$ cat config.mk
export PLATFORM = sky130hd
export DESIGN_NAME = cpu_trace_serializer
export DESIGN_NICKNAME = d
export VERILOG_FILES = /design/src/rtl/cpu_trace_pkg.sv /design/src/rtl/trace_fifo.sv /design/src/rtl/cpu_trace_serializer.sv
export SDC_FILE = /design/constraint.sdc
export NUM_CORES = 1
export LEC_CHECK = 0
export BUFFER_PORTS_ARGS = -buffer_cell sky130_fd_sc_hd__buf_4
export CELL_PAD_IN_SITES_DETAIL_PLACEMENT = 0
export CELL_PAD_IN_SITES_GLOBAL_PLACEMENT = 2
export CORE_MARGIN = 4
export CORE_UTILIZATION = 49
export CTS_CLUSTER_SIZE = 8
export DETAILED_ROUTE_END_ITERATION = 7
export HOLD_SLACK_MARGIN = 0.15
export PLACE_DENSITY = 0.77
export REMOVE_ABC_BUFFERS = 1
export SLEW_MARGIN = 20
export SYNTH_ARGS = -nofsm -noshare
export SYNTH_HDL_FRONTEND = slang
export SYNTH_SLANG_ARGS = --single-unit
export TNS_END_PERCENT = 50
$ cat constraint.sdc
create_clock -name clk -period 9.2 [get_ports clk]
set_input_delay 1.84 -clock clk [delete_from_list [all_inputs] [get_ports clk]]
set_output_delay 1.84 -clock clk [all_outputs]
set_load 0.01 [all_outputs]
$ cat src/rtl/cpu_trace_pkg.sv
// Shared types for the CPU trace serializer: the trace record layout, flag bit
// positions and the capture/transmit state encodings.
package cpu_trace_pkg;

  localparam int RECORD_BYTES = 6;
  localparam int BYTE_W       = 8;
  localparam int RECORD_W     = RECORD_BYTES * BYTE_W;
  localparam int FLAG_CARRY   = 0;
  localparam int FLAG_BORROW  = 1;

  // pc sits in the top byte so the record shifts out MSB byte first
  typedef struct packed {
    logic [7:0] pc;
    logic [7:0] opcode;
    logic [7:0] operand_a;
    logic [7:0] operand_b;
    logic [7:0] result;
    logic [7:0] flags;
  } trace_rec_t;

  typedef enum logic {
    CAP_IDLE,
    CAP_GAP
  } cap_state_t;

  typedef enum logic [2:0] {
    TX_IDLE,
    TX_START,
    TX_DATA,
    TX_PARITY,
    TX_STOP
  } tx_state_t;

  function automatic logic even_parity(input logic [7:0] b);
    return ^b;
  endfunction

endpackage

$ cat src/rtl/trace_fifo.sv
// Record FIFO for the trace serializer; pointers carry an extra wrap bit so
// full and empty are distinguishable without a separate counter.
module trace_fifo #(
  parameter int DEPTH  = 8,
  parameter int DATA_W = 48
) (
  input  logic              clk,
  input  logic              rst,
  input  logic              wr_en,
  input  logic [DATA_W-1:0] wr_data,
  input  logic              rd_en,
  output logic [DATA_W-1:0] rd_data,
  output logic              full,
  output logic              empty
);

  localparam int AW = $clog2(DEPTH);
  localparam logic [AW:0] PTR_ONE = 1;

  logic [DATA_W-1:0] mem [DEPTH];
  logic [AW:0]       wr_ptr;
  logic [AW:0]       rd_ptr;
  logic              do_wr;
  logic              do_rd;

  assign full    = (wr_ptr[AW] != rd_ptr[AW]) && (wr_ptr[AW-1:0] == rd_ptr[AW-1:0]);
  assign empty   = (wr_ptr == rd_ptr);
  assign do_wr   = wr_en && !full;
  assign do_rd   = rd_en && !empty;
  assign rd_data = mem[rd_ptr[AW-1:0]];

  always_ff @(posedge clk) begin
    if (rst) begin
      wr_ptr <= '0;
      rd_ptr <= '0;
    end else begin
      if (do_wr) wr_ptr <= wr_ptr + PTR_ONE;
      if (do_rd) rd_ptr <= rd_ptr + PTR_ONE;
    end
  end

  always_ff @(posedge clk) begin
    if (do_wr) mem[wr_ptr[AW-1:0]] <= wr_data;
  end

endmodule

$ cat src/rtl/cpu_trace_serializer.sv
// Captures CPU result records into a FIFO and streams them as framed UART-style
// bytes on tx. Define TRACE_PARITY_EN to append an even-parity bit to each byte.
module cpu_trace_serializer
  import cpu_trace_pkg::*;
#(
  parameter int DEPTH        = 8,
  parameter int CLKS_PER_BIT = 16,
  parameter int GAP_CYCLES   = 4
) (
  input  logic       clk,
  input  logic       rst,
  input  logic       result_ready,
  input  logic [7:0] pc_in,
  input  logic [7:0] opcode_in,
  input  logic [7:0] operand_a_in,
  input  logic [7:0] operand_b_in,
  input  logic [7:0] result_in,
  input  logic       carry_in,
  input  logic       borrow_in,
  output logic       next_out,
  output logic       tx,
  output logic       busy,
  output logic       fifo_full
);

  localparam int BAUD_W = $clog2(CLKS_PER_BIT);
  localparam int GAP_W  = $clog2(GAP_CYCLES + 1);
  localparam logic [BAUD_W-1:0] BAUD_LAST = BAUD_W'(CLKS_PER_BIT - 1);
  localparam logic [GAP_W-1:0]  GAP_LAST  = GAP_W'(GAP_CYCLES - 1);
  localparam logic [2:0]        LAST_BYTE = 3'(RECORD_BYTES - 1);
`ifdef TRACE_PARITY_EN
  localparam tx_state_t AFTER_DATA = TX_PARITY;
`else
  localparam tx_state_t AFTER_DATA = TX_STOP;
`endif

  cap_state_t          cap_state, cap_next;
  logic [GAP_W-1:0]    gap_cnt;
  logic                wr_en;
  trace_rec_t          cap_rec;

  tx_state_t           tx_state, tx_next;
  logic [BAUD_W-1:0]   baud_cnt;
  logic                baud_wrap;
  logic [2:0]          bit_cnt;
  logic [2:0]          byte_idx;
  logic                pop;
  logic [RECORD_W-1:0] shift_reg;
  logic [RECORD_W-1:0] rd_data;
  logic [7:0]          cur_byte;
  logic                fifo_empty;

  always_comb begin
    cap_rec = '{pc: pc_in, opcode: opcode_in, operand_a: operand_a_in,
                operand_b: operand_b_in, result: result_in, flags: 8'h00};
    cap_rec.flags[FLAG_CARRY]  = carry_in;
    cap_rec.flags[FLAG_BORROW] = borrow_in;
  end

  trace_fifo #(
    .DEPTH  (DEPTH),
    .DATA_W (RECORD_W)
  ) u_fifo (
    .clk     (clk),
    .rst     (rst),
    .wr_en   (wr_en),
    .wr_data (cap_rec),
    .rd_en   (pop),
    .rd_data (rd_data),
    .full    (fifo_full),
    .empty   (fifo_empty)
  );

  // Capture side: acknowledge in the accepting cycle, then hold off for the gap
  always_comb begin
    cap_next = cap_state;
    wr_en    = 1'b0;
    case (cap_state)
      CAP_IDLE: begin
        if (result_ready && !fifo_full && !rst) begin
          wr_en    = 1'b1;
          cap_next = CAP_GAP;
        end
      end
      CAP_GAP: begin
        if (gap_cnt == GAP_LAST) cap_next = CAP_IDLE;
      end
      default: cap_next = CAP_IDLE;
    endcase
  end

  assign next_out = wr_en;

  always_ff @(posedge clk) begin
    if (rst) begin
      cap_state <= CAP_IDLE;
      gap_cnt   <= '0;
    end else begin
      cap_state <= cap_next;
      if (cap_state == CAP_GAP && gap_cnt != GAP_LAST) gap_cnt <= gap_cnt + 1'b1;
      else                                             gap_cnt <= '0;
    end
  end

  // Transmit side: current byte is always the top byte of the shift register
  assign baud_wrap = (baud_cnt == BAUD_LAST);
  assign cur_byte  = shift_reg[RECORD_W-1 -: BYTE_W];
  assign busy      = !fifo_empty || (tx_state != TX_IDLE);

  always_comb begin
    tx_next = tx_state;
    pop     = 1'b0;
    tx      = 1'b1;
    case (tx_state)
      TX_IDLE: begin
        if (!fifo_empty) begin
          pop     = 1'b1;
          tx_next = TX_START;
        end
      end
      TX_START: begin
        tx = 1'b0;
        if (baud_wrap) tx_next = TX_DATA;
      end
      TX_DATA: begin
        tx = cur_byte[bit_cnt];
        if (baud_wrap && bit_cnt == 3'd7) tx_next = AFTER_DATA;
      end
`ifdef TRACE_PARITY_EN
      TX_PARITY: begin
        tx = even_parity(cur_byte);
        if (baud_wrap) tx_next = TX_STOP;
      end
`endif
      TX_STOP: begin
        if (baud_wrap) begin
          if (byte_idx != LAST_BYTE) begin
            tx_next = TX_START;
          end else if (!fifo_empty) begin
            pop     = 1'b1;
            tx_next = TX_START;
          end else begin
            tx_next = TX_IDLE;
          end
        end
      end
      default: tx_next = TX_IDLE;
    endcase
  end

  always_ff @(posedge clk) begin
    if (rst) begin
      tx_state <= TX_IDLE;
      baud_cnt <= '0;
      bit_cnt  <= '0;
      byte_idx <= '0;
    end else begin
      tx_state <= tx_next;
      if (tx_state == TX_IDLE || baud_wrap) baud_cnt <= '0;
      else                                  baud_cnt <= baud_cnt + 1'b1;
      if (tx_state == TX_DATA && baud_wrap) bit_cnt <= bit_cnt + 3'd1;
      if (pop)                                   byte_idx <= '0;
      else if (tx_state == TX_STOP && baud_wrap) byte_idx <= byte_idx + 3'd1;
    end
  end

  always_ff @(posedge clk) begin
    if (pop)                                   shift_reg <= rd_data;
    else if (tx_state == TX_STOP && baud_wrap) shift_reg <= shift_reg << BYTE_W;
  end

endmodule

== Word level (Yosys, flattened, before mapping) ==
Memories as Yosys holds them, arrays and structs flattened. A register that Yosys moved wholly into a read port is not among the register bits.
Cells that the tools add are included.
Storage, ports and cells
  register bits after elaboration: 73
  RAM bits: 336
  input bits: 45
  output and inout bits: 4
  word-level logic and storage cells: 79
  memories: 1
Memories
  u_fifo.mem: depth 8, width 42, rd ports 1, clocked after memory_dff 1, wr ports 1, line trace_fifo.sv:20  | logic [DATA_W-1:0] mem [DEPTH];
Cells by class
  $add $sub $neg: 6
  $lt $le $gt $ge: 1
  equality and inequality tests: 15
  multiplexer cells: 24
  bitwise logic cells: 2
  reduce and logical (&&, ||, !) cells: 21
Operators by type and width (count)
  2-to-1 mux 48 bit: 2
  2-to-1 mux 3 bit: 6
  adder 4 x 1 -> 4 bit (second input constant): 3
  one-hot mux 3 bit (4 select lines): 1
  2-to-1 mux 1 bit: 11
  adder 3 x 1 -> 3 bit (second input constant): 3
  logical AND 1 bit: 9
  inequality test 2 bit (second input constant): 4
  equality test 3 x 2 -> 1 bit (second input constant): 2
  equality test 3 bit (second input constant): 2
  one-hot mux 1 bit (2 select lines): 3
  OR reduction 2 bit: 3
  equality test 4 bit: 1
  equality test 4 bit (second input constant): 1
  less-than comparator 3 x 4 -> 1 bit (second input constant): 1
  AND reduction 4 bit: 1
  binary-select mux 1 bit (select 3 bit): 1
  equality test 3 x 1 -> 1 bit (second input constant): 1
  equality test 3 bit: 1
  logical NOT 1 bit: 3
  logical NOT 3 bit: 1
  inequality test 3 x 2 -> 1 bit (second input constant): 1
  inequality test 3 bit (second input constant): 1
  nonzero test 3 bit: 1
  other kinds (4): 6

== Longest topological paths before layout ==
  depth in word-level cells: 10
  depth in mapped cells: 8
  gate-level depth less buffers: 6

== Cells and area by module ==
From an unflattened synthesis, not the netlist that was laid out.
Unflattened totals
  cells, all modules: 841
  area, all modules: 18504.0 µm²
By module, submodules not included
  trace_fifo: instances 1, cells each 640, area each 15376.0 µm², sequential area each 11751.3 µm²
  cpu_trace_serializer: instances 1, cells each 201, area each 3128.0 µm², sequential area each 1781.7 µm²

== Worst setup path after synthesis ==
OpenSTA, ideal clock, no wires.
  path kind: input to register
  start point: input port rst
  end point: memory u_fifo.mem[4][0] (netlist name), enable pin
  library setup time: 0.546 ns
  arrival time: 6.415 ns
  required time: 8.654 ns
  slack: 2.239 ns
  stages on the path: 5
  buffers on the path: 1
  path through: nor2_1 > nand2_1 > or2_1 > buf_2 > nor4_1
On the way
  cells in the longest elaborated chain, start to end: 7
Ends and longest elaborated chain
  from (decl): line cpu_trace_serializer.sv:11  | input logic rst,
  logical NOT 1 bit: line cpu_trace_serializer.sv:80  | if (result_ready && !fifo_full && !rst) begin
  logical AND 1 bit: line cpu_trace_serializer.sv:80
  2-to-1 mux 1 bit: line cpu_trace_serializer.sv:80
  2-to-1 mux 1 bit: line cpu_trace_serializer.sv:78  | case (cap_state)
  logical AND 1 bit: line trace_fifo.sv:28  | assign do_wr = wr_en && !full;
  2-to-1 mux 1 bit: line trace_fifo.sv:43  | if (do_wr) mem[wr_ptr[AW-1:0]] <= wr_data;
  2-to-1 mux 1 bit (not written as such): line trace_fifo.sv:43
  to (decl): line trace_fifo.sv:20
No other way between the ends.

== Worst setup path after layout ==
  start point: input port rst
  end point: output port next_out
On the way
  cells in the longest elaborated chain, start to end: 4
Ends and longest elaborated chain
  logical NOT 1 bit: line cpu_trace_serializer.sv:80
  logical AND 1 bit: line cpu_trace_serializer.sv:80
  2-to-1 mux 1 bit: line cpu_trace_serializer.sv:80
  2-to-1 mux 1 bit: line cpu_trace_serializer.sv:78
  to (decl): line cpu_trace_serializer.sv:20  | output logic next_out,
No other way between the ends.

==> flow_summary_export.csv <==
group,metric,value,unit
route,drt_pass1_iterations,4,
critical_path,worst-path-max-fanout,22,
logic_synthesis,main_flop_type_after_synthesis,"sky130_fd_sc_hd__edfxtp_1",
job,maxCapViolations,0,
critical_path,worstPathRequired,7.36,ns
critical_path,path_common_cell,"sky130_fd_sc_hd__buf_4",
logic_synthesis,synth_seq_cells,406,
power_and_ir_drop,total_leakage_power,0.00577,uW
sta,rsz0062_at_grt,"false",
cts,post-cts-setup-buffer-count,0,
cts,cts_inserted_buffers,56,
cts,maximum_level_of_the_cts_h_tree,2,
power_and_ir_drop,design_power_total,4760,uW
sta,max_transition_margin,38.2,%
logic_synthesis,synth-seq-area-share,75.1,%
finish,final_cell_area,18100,um^2
cts,cts_root_buffer,"sky130_fd_sc_hd__clkbuf_16",
placed_design,place.detailed.instances,1162,
cts,worst_skew_pair.late_latency,0.55,ns
sta,worstMarginPinSlew,0.926,ns
route,detail-route-antenna-nets,0,
logic_synthesis,syn_area_per_cell,21.5,um^2
finish,layout-drive-gt1-share,33.6,%
floorplanning,floorplan.die_area,35300,um^2
sta,timing.final.hold_violations,0,
sta,fin_setup_tns,0,ns
route,drc,0,
global_route,grt_first_pass_wirelength,44.8,mm
floorplanning,core-area,31700,um^2
route,detailroute.via_count,7175,
logic_synthesis,netlist-cell-type-count,44,
power_and_ir_drop,cellPowerDensity,263,nW/um^2
sta,final_max_slew_viol_count,0,
sta,timing.final.crit_period,4.83,ns
floorplanning,die_height,188,um
cts,resized_after_cts,0,
cts,postCtsHoldBufs,0,
cts,clock_sinks,406,
finish,finalNonFillerCells,1232,
logic_synthesis,fraction_of_registers_with_async_set_reset,0,%
route,post_drt_wl_per_cell,23.6,um
sta,layout_worst_path_cycle_share,52.5,%
placed_design,number_of_port_buffers,48,
route,route.detailed.vias_per_inst,5.82,
placed_design,postPlaceCellArea,16600,um^2
global_route,grt.overflow.total,0,
critical_path,wp_data_arrival,2.99,ns
worst_hold_path,min_path_type,"flip-flop to flip-flop",
status,result_of_the_run,"finished clean",
logic_synthesis,yosys_warnings,0,
logic_synthesis,post_synth_instance_area,15900,um^2
sta,clock_skew,0.0132,ns
global_route,grt_use_total,16.4,%
critical_path,critical_path_start_end_classification,"primary input to output port",
sta,clock.fmax,0.207,GHz
cts,clock_tree.buffer_depth,3,
floorplanning,num_rows,65,
global_route,antenna_found_initial,0,
finish,layout-area-overhead-vs-synth,14.2,%
sta,finalSetupViolCount,0,
logic_synthesis,synth_edf_count,378,
floorplanning,initial_utilization,50.0,%
critical_path,critical_path.startpoint_type,"primary input",
power_and_ir_drop,vdd.ir_drop.worst,0.152,mV
floorplanning,ioPinCount,49,
floorplanning,die_w,188,um
global_route,grt_start_max_net_pins,61,
cts,cts.clk_slew.worst_paths,0.05,ns
route,detail_route.wirelength,29.0,mm
critical_path,cpPeakStageDelay,0.43,ns
cts,cts_tree,"done",
critical_path,crit_chain,"buf_4 -> nor2_1 -> nand2_1 -> or2_1 -> inv_2 -> buf_4",
critical_path,endpoint_kind,"output port",
route,drt_iter0_markers,465,
placed_design,hpwl,14.3,mm
critical_path,cp_slowest_cell,"sky130_fd_sc_hd__or2_1",
finish,antenna_cells,0,
finish,net_count_final,872,
finish,largest_register_ff_count,336,
global_route,grt_pass1_vias,7649,
placed_design,gp_congestion,0.718,
logic_synthesis,synth_cells,737,
[power breakdown]
group	total, uW	switching, uW	leakage (uW)	internal [uW]
registers	2270	76.3	0.00365	2190
clock network	1750	674	0.000716	1080
logic	737	343	0.00140	394
total	4760	1090	0.00577	3660
[cell usage after synthesis (4+ instances only)]
| cell type | n | area [um^2] |
|---|---|---|
| sky130_fd_sc_hd__a21oi_1 | 10 | 50.1 |
| sky130_fd_sc_hd__and4_1 | 4 | 35.0 |
| sky130_fd_sc_hd__buf_2 | 12 | 60.1 |
| sky130_fd_sc_hd__buf_6 | 9 | 101 |
| sky130_fd_sc_hd__clkbuf_1 | 11 | 41.3 |
| sky130_fd_sc_hd__dfxtp_1 | 28 | 561 |
| sky130_fd_sc_hd__edfxtp_1 | 378 | 11400 |
| sky130_fd_sc_hd__ha_1 | 9 | 113 |
| sky130_fd_sc_hd__inv_1 | 10 | 37.5 |
| sky130_fd_sc_hd__mux2_2 | 60 | 676 |
| sky130_fd_sc_hd__mux2_4 | 8 | 120 |
| sky130_fd_sc_hd__mux2i_1 | 12 | 120 |
| sky130_fd_sc_hd__mux4_1 | 9 | 236 |
| sky130_fd_sc_hd__mux4_2 | 77 | 1730 |
| sky130_fd_sc_hd__nand2_1 | 5 | 18.8 |
| sky130_fd_sc_hd__nand3_1 | 8 | 40.0 |
| sky130_fd_sc_hd__nor2_1 | 21 | 78.8 |
| sky130_fd_sc_hd__nor3_1 | 7 | 35.0 |
| sky130_fd_sc_hd__nor4_1 | 4 | 25.0 |
| sky130_fd_sc_hd__o21ai_0 | 5 | 25.0 |
| sky130_fd_sc_hd__o31ai_1 | 4 | 30.0 |
| sky130_fd_sc_hd__xnor2_1 | 5 | 43.8 |
| sky130_fd_sc_hd__xor2_1 | 5 | 43.8 |
[per-stage QoR]
step	setup WS, ns	hold WS, ns	utilization [%]
floorplan	2.26	0.399	-
global placement	4.43	0.406	52.4
detailed placement	4.39	0.424	52.4
CTS	4.38	0.431	57.0
global route	4.25	0.438	57.0
finish	4.37	0.425	57.0
[final cells by class]
class                           instances  area (um^2)
Multi-Input combinational cell        283         3710
Fill cell                            2323        13600
Inverter                               11         41.3
Tap cell                              402          503
Timing Repair Buffer                   60          450
Clock inverter                          2         25.0
Clock buffer                           68         1450
Sequential cell                       406        11900
[routing by layer]
layer / GRT usage, % / share of wire (%)
met5: 0 / 0
met4: 4.46 / 2.0
met3: 3.13 / 4.1
met2: 27.3 / 50
met1: 22.6 / 44
[cells in the final DEF (no fill, tap or decap), types with 10 or more instances in the layout]
master,n
sky130_fd_sc_hd__buf_4,60
sky130_fd_sc_hd__inv_1,10
sky130_fd_sc_hd__nor2_1,21
sky130_fd_sc_hd__dfxtp_1,25
sky130_fd_sc_hd__mux4_2,77
sky130_fd_sc_hd__clkbuf_16,56
sky130_fd_sc_hd__clkbuf_1,12
sky130_fd_sc_hd__mux2_2,60
sky130_fd_sc_hd__edfxtp_1,378
sky130_fd_sc_hd__mux2i_1,12
sky130_fd_sc_hd__a21oi_1,10
[critical path, delay by kind of cell]
family | cells | cell delay [ns]
AND/OR/NAND/NOR | 3 | 0.67
buffers and inverters | 3 | 0.47
[kinds of logic (layout without fill, tap and decap cells)]
family                   after synthesis  after routing  synth area share [%]
flip-flops                           406            406                  75.2
XOR/XNOR                              10             10                 0.553
adder cells (fa/ha/maj)                9              9                 0.710
AND/OR/NAND/NOR                       70             70                  2.45
AO/OA/AOI/OAI                         28             28                  1.22
multiplexers                         166            166                  18.2
buffers and inverters                 48            141                  1.71
[path summary, 6_finish.rpt]
kind / startpoint / slack (ns) / to / cells past startpoint
worst min-delay path: gap_cnt[0]$_SDFF_PP0_ / 0.42 / gap_cnt[0]$_SDFF_PP0_ / 1
worst min register to register: gap_cnt[0]$_SDFF_PP0_ / 0.42 / gap_cnt[0]$_SDFF_PP0_ / 1
worst max-delay path: rst / 4.37 / next_out / 6
worst max register to register: flip-flop / 6.01 / shift_reg[30]$_DFFE_PP_ / 4
Power figures use the tool's default switching activity.
